[config.mk]
export PLATFORM = sky130hd
export DESIGN_NAME = io_sequencer
export DESIGN_NICKNAME = d
export VERILOG_FILES = /design/src/rtl/io_sequencer_pkg.sv /design/src/rtl/io_sequencer_port_decode.sv /design/src/rtl/io_sequencer.sv
export SDC_FILE = /design/constraint.sdc
export NUM_CORES = 1
export LEC_CHECK = 0
export CORE_ASPECT_RATIO = 2
export CORE_MARGIN = 2
export CORE_UTILIZATION = 39
export CTS_CLUSTER_SIZE = 30
export DETAILED_ROUTE_END_ITERATION = 7
export MAX_ROUTING_LAYER = met4
export PLACE_DENSITY_LB_ADDON = 0.12
export SLEW_MARGIN = 20
export SYNTH_ARGS = -nofsm -noshare
export SYNTH_HDL_FRONTEND = slang
export SYNTH_SLANG_ARGS = --single-unit
[constraint.sdc]
create_clock -name clk -period 3.5 [get_ports clk]
set_input_delay 0.525 -clock clk [delete_from_list [all_inputs] [get_ports clk]]
set_output_delay 0.525 -clock clk [all_outputs]
set_load 0.02 [all_outputs]
[src/rtl/io_sequencer_pkg.sv]
// Shared definitions for the IO sequencer: FSM encoding, idle bus value
// and the layout of the 8-bit port address.
package io_sequencer_pkg;

    typedef enum logic [1:0] {
        ST_IDLE   = 2'd0,
        ST_SETUP  = 2'd1,
        ST_STROBE = 2'd2,
        ST_HOLD   = 2'd3
    } state_t;

    localparam logic [7:0] OPEN_BUS = 8'hFF;

    localparam int ADDR_X_LSB   = 0;
    localparam int ADDR_Y_LSB   = 3;
    localparam int ADDR_IDX_W   = 3;
    localparam int ADDR_RSV_LSB = 6;
    localparam int ADDR_RSV_W   = 2;

    // Only addresses with the reserved top bits clear reach a device.
    function automatic logic addr_valid(input logic [7:0] a);
        return a[ADDR_RSV_LSB +: ADDR_RSV_W] == '0;
    endfunction

endpackage

[src/rtl/io_sequencer_port_decode.sv]
// 3-to-8 active-low one-hot decoder with enable; all outputs high when
// disabled so no device is selected.
module io_port_decode
    import io_sequencer_pkg::*;
(
    input  logic       en,
    input  logic [2:0] idx,
    output logic [7:0] sel_n
);

    always_comb begin
        sel_n = OPEN_BUS;
        if (en) begin
            sel_n[idx] = 1'b0;
        end
    end

endmodule

[src/rtl/io_sequencer.sv]
// Single-transaction IO bus sequencer: IDLE -> SETUP -> STROBE -> HOLD,
// with a bounded device wait and address validation.
module io_sequencer
    import io_sequencer_pkg::*;
#(
    parameter int WAIT_MAX = 8
) (
    input  logic       clk,
    input  logic       rst,
    input  logic       req,
    input  logic       dir,
    input  logic [7:0] addr,
    input  logic [7:0] wdata,
    output logic       ready,
    output logic       done,
    output logic       err,
    output logic [7:0] rdata,
    output logic [7:0] sel_x,
    output logic [7:0] sel_y,
    output logic       port_rd_n,
    output logic       port_wr_n,
    output logic [7:0] dev_dout,
    input  logic [7:0] dev_din,
    input  logic       dev_ack
);

    localparam logic [7:0] CNT_LAST = 8'(WAIT_MAX - 1);

    state_t     state_q, state_d;
    logic [7:0] addr_q,  addr_d;
    logic       dir_q,   dir_d;
    logic [7:0] dout_q,  dout_d;
    logic [7:0] cnt_q,   cnt_d;
    logic       err_q,   err_d;
    logic [7:0] rdata_q, rdata_d;
    logic       sel_en;

    always_ff @(posedge clk) begin
        if (!rst) begin
            state_q <= ST_IDLE;
            addr_q  <= '0;
            dir_q   <= 1'b0;
            dout_q  <= '0;
            cnt_q   <= '0;
            err_q   <= 1'b0;
            rdata_q <= '0;
        end else begin
            state_q <= state_d;
            addr_q  <= addr_d;
            dir_q   <= dir_d;
            dout_q  <= dout_d;
            cnt_q   <= cnt_d;
            err_q   <= err_d;
            rdata_q <= rdata_d;
        end
    end

    // Every error path forces rdata to the open-bus value, but only for IN;
    // an OUT transaction never disturbs the last read result.
    always_comb begin
        state_d = state_q;
        addr_d  = addr_q;
        dir_d   = dir_q;
        dout_d  = dout_q;
        cnt_d   = cnt_q;
        err_d   = err_q;
        rdata_d = rdata_q;
        case (state_q)
            ST_IDLE: begin
                if (req) begin
                    state_d = ST_SETUP;
                    addr_d  = addr;
                    dir_d   = dir;
                    dout_d  = wdata;
                end
            end
            ST_SETUP: begin
                if (addr_valid(addr_q)) begin
                    state_d = ST_STROBE;
                    cnt_d   = '0;
                end else begin
                    state_d = ST_HOLD;
                    err_d   = 1'b1;
                    if (!dir_q) begin
                        rdata_d = OPEN_BUS;
                    end
                end
            end
            ST_STROBE: begin
                if (dev_ack) begin
                    state_d = ST_HOLD;
                    err_d   = 1'b0;
                    if (!dir_q) begin
                        rdata_d = dev_din;
                    end
                end else begin
                    cnt_d = cnt_q + 8'd1;
                    if (cnt_q == CNT_LAST) begin
                        state_d = ST_HOLD;
                        err_d   = 1'b1;
                        if (!dir_q) begin
                            rdata_d = OPEN_BUS;
                        end
                    end
                end
            end
            ST_HOLD: begin
                state_d = ST_IDLE;
            end
            default: begin
                state_d = ST_IDLE;
            end
        endcase
    end

    assign ready     = (state_q == ST_IDLE);
    assign done      = (state_q == ST_HOLD);
    assign port_rd_n = !((state_q == ST_STROBE) && !dir_q);
    assign port_wr_n = !((state_q == ST_STROBE) && dir_q);
    assign err       = err_q;
    assign rdata     = rdata_q;
    assign dev_dout  = dout_q;

    // Selects follow the latched address for the whole transaction, but a
    // bad address keeps every device deselected.
    assign sel_en = (state_q != ST_IDLE) && addr_valid(addr_q);

    io_port_decode u_dec_x (
        .en    (sel_en),
        .idx   (addr_q[ADDR_X_LSB +: ADDR_IDX_W]),
        .sel_n (sel_x)
    );

    io_port_decode u_dec_y (
        .en    (sel_en),
        .idx   (addr_q[ADDR_Y_LSB +: ADDR_IDX_W]),
        .sel_n (sel_y)
    );

endmodule

# ---- Word level (Yosys, flattened, before mapping)
# Index checks and enable logic that the tools add are counted.
dict set report classes {
  order_cmp 4
  n_eq_ne 10
  n_reduce_logical 17
  addsub 1
  bitwise 2
  n_mux 24
}
# operator count
set ops {}
lappend ops {{$mux W8} 9}
lappend ops {{$pmux W8 S2} 2}
lappend ops {{$not A8 Y8} 2}
lappend ops {{$add A8 B1 Y8 const B} 1}
lappend ops {{$eq A8 B3 Y1 const B} 1}
lappend ops {{$lt A3 B4 Y1 const B} 2}
lappend ops {{$ne A2 B2 Y1 const B} 4}
lappend ops {{$pmux W2 S4} 1}
lappend ops {{$demux W1 S3} 2}
lappend ops {{$ge A3 B1 Y1 const B} 2}
lappend ops {{$mux W1} 6}
lappend ops {{$mux W2} 3}
lappend ops {{$ne A3 B3 Y1 const B} 2}
lappend ops {{$reduce_and A3 Y1} 2}
lappend ops {{$logic_and A1 B1 Y1} 5}
lappend ops {{$eq A2 B2 Y1 const B} 2}
lappend ops {{$logic_not A2 Y1} 2}
lappend ops {{$reduce_and A2 Y1} 2}
lappend ops {{$reduce_and A4 Y1} 1}
lappend ops {{$reduce_bool A2 Y1} 2}
lappend ops {{$logic_not A1 Y1} 3}
lappend ops {{$eq A2 B1 Y1 const B} 1}
lappend ops {{$pmux W1 S2} 1}
dict set report totals {
  inputBits 29
  register_bits 36
}

# ---- Logic depth before layout (Yosys ltp)
dict set report logic_depth {
  word_depth 6
  depth_mapped 8
  depth_no_buf 6
}

# ---- Hierarchy
# A second synthesis with hierarchy kept.
dict set report unflattened {
  hier_cells 183
  area_unflattened_um2 1695.4
}
# module instances area_each_um2 seq_area_each_um2 cells_per_inst
set by_module_without_submodules {}
lappend by_module_without_submodules {io_sequencer 1 1542.7 720.7 167}
lappend by_module_without_submodules {io_port_decode 2 76.3 0.0 8}

# ---- Least setup slack after synthesis
# OpenSTA, ideal clock, no wires.
dict set report synth_path {
  path_kind {reg-to-output}
  start {reg state_q[0]}
  end {out sel_x[6]}
  stages_incl_launch_ff 6
  arrival_ns 1.537
  slack_ns 1.438
  path_cell_list {dfxtp_1 -> inv_1 -> ha_1 -> clkbuf_1 -> nor4_1 -> nand3_1}
}
dict set report synth_between {
  elab_chain_cells 3
}
# element line_no
set synth_rtl {}
lappend synth_rtl {{from (decl)} io_sequencer.sv:29} ;# state_t state_q, state_d;
lappend synth_rtl {{from (signal assigned)} io_sequencer.sv:48} ;# state_q <= state_d;
lappend synth_rtl {{$reduce_bool A2 Y1} io_sequencer.sv:126} ;# assign sel_en = (state_q != ST_IDLE) && addr_valid(addr_q);
lappend synth_rtl {{$logic_and A1 B1 Y1} io_sequencer.sv:126}
lappend synth_rtl {{$mux W8} io_sequencer_port_decode.sv:13} ;# if (en) begin
lappend synth_rtl {{to (decl)} io_sequencer.sv:18} ;# output logic [7:0] sel_x,
# Every way passes these cells.

# ---- Worst setup path in the final report
# Ends and elaborated chain as after synthesis.

==> results.md <==
- Status: finished, final reports clean
- FP Rows: 33
- # DRC: 0
- Setup CP Type: reg -> out
- Post-synth top cells: 56 x nand2_1, 36 x dfxtp_1, 19 x a21boi_0, 8 x clkbuf_1, 7 x o221a_2
- GR Overflow Total: 0
- Syn nets: 230
- R2R Path Start: state_q[0]
- Final Hold Viols: 0
- CP required: 2.97 ns
- Sequential area share after synthesis: 43.2%
- Vias per inst: around 5.1
- Port bufs: 65
- FF-to-FF path depth: 6
- Die W: 50.3 um
- Core ar.: 4090 sq um
- Hold_buf cts: 0
- Peak supply drop: between 0.4 and 0.5 mV
- CTS Sinks: 36
- Clock Latency Late Sink: ~0.29 ns
- Crit path largest cell delay: 0.57 ns
- Hold EP: dev_dout[4]
- Setup crit end kind: output port
- Critical path fanouts, max: 9
- HP Start: dev_dout[4]
- R2r endpoint: state_q[0]
- Fraction of layout cells with a size suffix above 1: under 10%
- First-pass GRT wire length: between 6000 and 7000 um
- Hold-critical path depth: 2
- GRT Total Usage: 19.0%
- Tmin final: 2.87 ns
- Vias in the first global route: ~1600
- Leakage: 0.890 nW
- Total CTS buffers: 5
- Internal: between 1 and 1.5 mW
- Seq pwr share: 32.9%
- Number of synthesized flops with an enable pin: 0
- 1st-iter DRT viols: 31
- Ys flop type: dfxtp_1
- Switch share: 38.3%
- Antenna Cells: 0
- Area Overhead vs Synth: 48.2%
- RePlAce Congestion: 0.777
- Final non-filler cell total: between 300 and 400
- Largest net degree at the start of global routing: 33
- Synth Warn #: 0
- Antenna-violating nets left: 0
- # H-tree levels: 2
- Cells after Synth: 196
- Buf/Inv on CP: 2
- Worst-path clk slew: 0.08 ns
- Gate power share: 46.0%
- Share of the synthesized area in the top cell type: 43.2%
- CTS root buf: clkbuf_8
- Pre-Repair DR Iteration Count: 4
- Setup Skew: 0.00730 ns
- Reg2reg setup slack: about 1.4 ns
- CP max-delay cell: clkdlybuf4s50_1
- Largest area contributor in the netlist: dfxtp_1
- CP Launch Type: flop
- Async SR Flop Fraction: 0%
- Synth area leaders: dfxtp_1 43%, nand2_1 13%, a21boi_0 8.5%, o221a_2 4.7%, ha_1 3.7%
- Clock power share: 21.1%
- Postcts setup bufs: 0
- Die height: roughly 97 um
- Unrepaired setup endpoints after global routing: false
- Fin. max-slew vios: 0
- Crit path cell chain: inv_1 -> ha_1 -> nor4_1 -> nand3_1 -> clkdlybuf4s50_1
- Max Root-Sink Buffers: 2
- # Max-Cap Violations: 0
- Post-DR wirelength/cell: 13.3 um
- Worst Hold Class: reg -> reg
- Maximum clock frequency: about 350 MHz
- Nets: 295
- Cells resized by post-CTS repair: 0
- Slew headroom: 53.0%
- Via count: ~1600
- Starting density of the core: 40.8%
- Final Cycle Share: 82.0%
- Crit path DAT: roughly 2.4 ns
- Avg Cell Area, Syn: 8.52 sq um
- Switching pwr: 0.663 mW
- Cell with the most instances after synthesis: nand2_1
- Synth Register Bits: 36
- Initial antenna violation count: 0
- Die area: 4850 sq um
- Dpl hpwl: roughly 3200 um
- IO Count: 66
- Synth unique cells: 32
- Power density over the cells: 699 nW/um^2
- Post-route setup TNS: 0 ns
- CTS tree: built
- Worst-Margin Slew: about 0.70 ns
- Total wire length: between 4000 and 5000 um
- Placed Cells: between 300 and 400
- Mapped cell area: around 1700 sq um
- # setup viols final: 0
- Cell family with most CP delay: simple AND/OR/NAND/NOR gates
how the worst max path moves through the flow:
stage | endpoint | from | cells past startpoint | slack [ns]
finish | sel_x[6] | state_q[0] | 5 | 0.63
global route | sel_x[6] | state_q[0] | 5 | 0.49
CTS | sel_x[6] | state_q[0] | 5 | 0.62
detailed placement | sel_x[6] | state_q[0] | 5 | 0.93
global placement | sel_x[6] | state_q[0] | 5 | 1.02
floorplan | sel_x[6] | state_q[0] | 5 | 1.44
cells in the final DEF (no fill, tap or decap), drive strengths merged:
cell and instances:
clkinvlp 1, xnor2 1, o311a 1, nor2b 5
a21oi 4, nand3 6, nand4b 1, nand2b 1
o31ai 1, o21ai 6, nand4 4, o221a 10
nor2 5, buf 1, and3 1, a21boi 19
clkbuf 5, and2b 1, clkdlybuf4s50 65, nor3 2
or4 1, inv 5, or2 1, bufinv 1
xor2 1, and2 3, ha 5, dfxtp 36
nor3b 1, or3 6, nand2 56, o211ai 1
nor4 3, nand3b 1, clkinv 1
worst reg2reg max path: stages, from the launching register on:
cell,delay [ns]
dfxtp_1,0.40
inv_1,0.08
ha_1,0.30
nand2_1,0.50
o21ai_0,0.21
and2b_2,0.24
o221a_2,0.26
flip-flops by register name, summed over array words and instances (netlist names):
| signal | flops |
|---|---|
| addr_q | 8 |
| cnt_q | 8 |
| dev_dout | 8 |
| rdata | 8 |
| state_q | 2 |
| dir_q | 1 |
| err | 1 |
power by group through the flow:
stage / sequential (mW) / combinational (mW) / clock, mW
floorplan: 0.627 / 0.448 / 0
global placement: 0.575 / 0.793 / 0
detailed placement: 0.581 / 0.803 / 0
CTS: 0.570 / 0.807 / 0.372
global route: 0.584 / 0.870 / 0.387
finish: 0.569 / 0.795 / 0.366
kinds of logic (layout without fill, tap and decap cells):
kind of cell	Yosys count	count (layout)	share of synthesized area (%)
DFF	36	36	43.2
AOI/OAI and AO/OA	42	42	20.5
buffers and inverters	13	79	2.92
and+or+nand+nor	98	98	28.6
xor gates and xnor gates	2	2	1.05
adders and majority gates	5	5	3.75
routing by layer:
metal / GRT usage (%) / vias up / part of all wire [%]
met5: - / - / 0
met4: 9.49 / 0 / 3.3
met3: 3.69 / 11 / 3.8
met2: 36.3 / 41 / 54
met1: 17.4 / 736 / 39
li1: - / 814 / -
metrics by stage:
step	util [%]	area [sq um]	power, mW	worst slack, ns	hold WS (ns)
floorplan	-	1670	1.08	1.44	0.452
global placement	57.8	2360	1.37	1.02	0.450
detailed placement	57.8	2360	1.38	0.927	0.458
CTS	60.5	2470	1.75	0.616	0.470
global route	60.5	2470	1.84	0.493	0.489
finish	60.5	2470	1.73	0.629	0.466
final cells by class:
class	instances	area, sq um
multi-input combinational	147	900
fill	383	1610
clock buffer	5	68.8
tap	52	65.1
clock inverter	3	42.5
inverter	5	18.8
sequential	36	721
timing repair buffer	66	658
(Power assumes the default switching activity.)
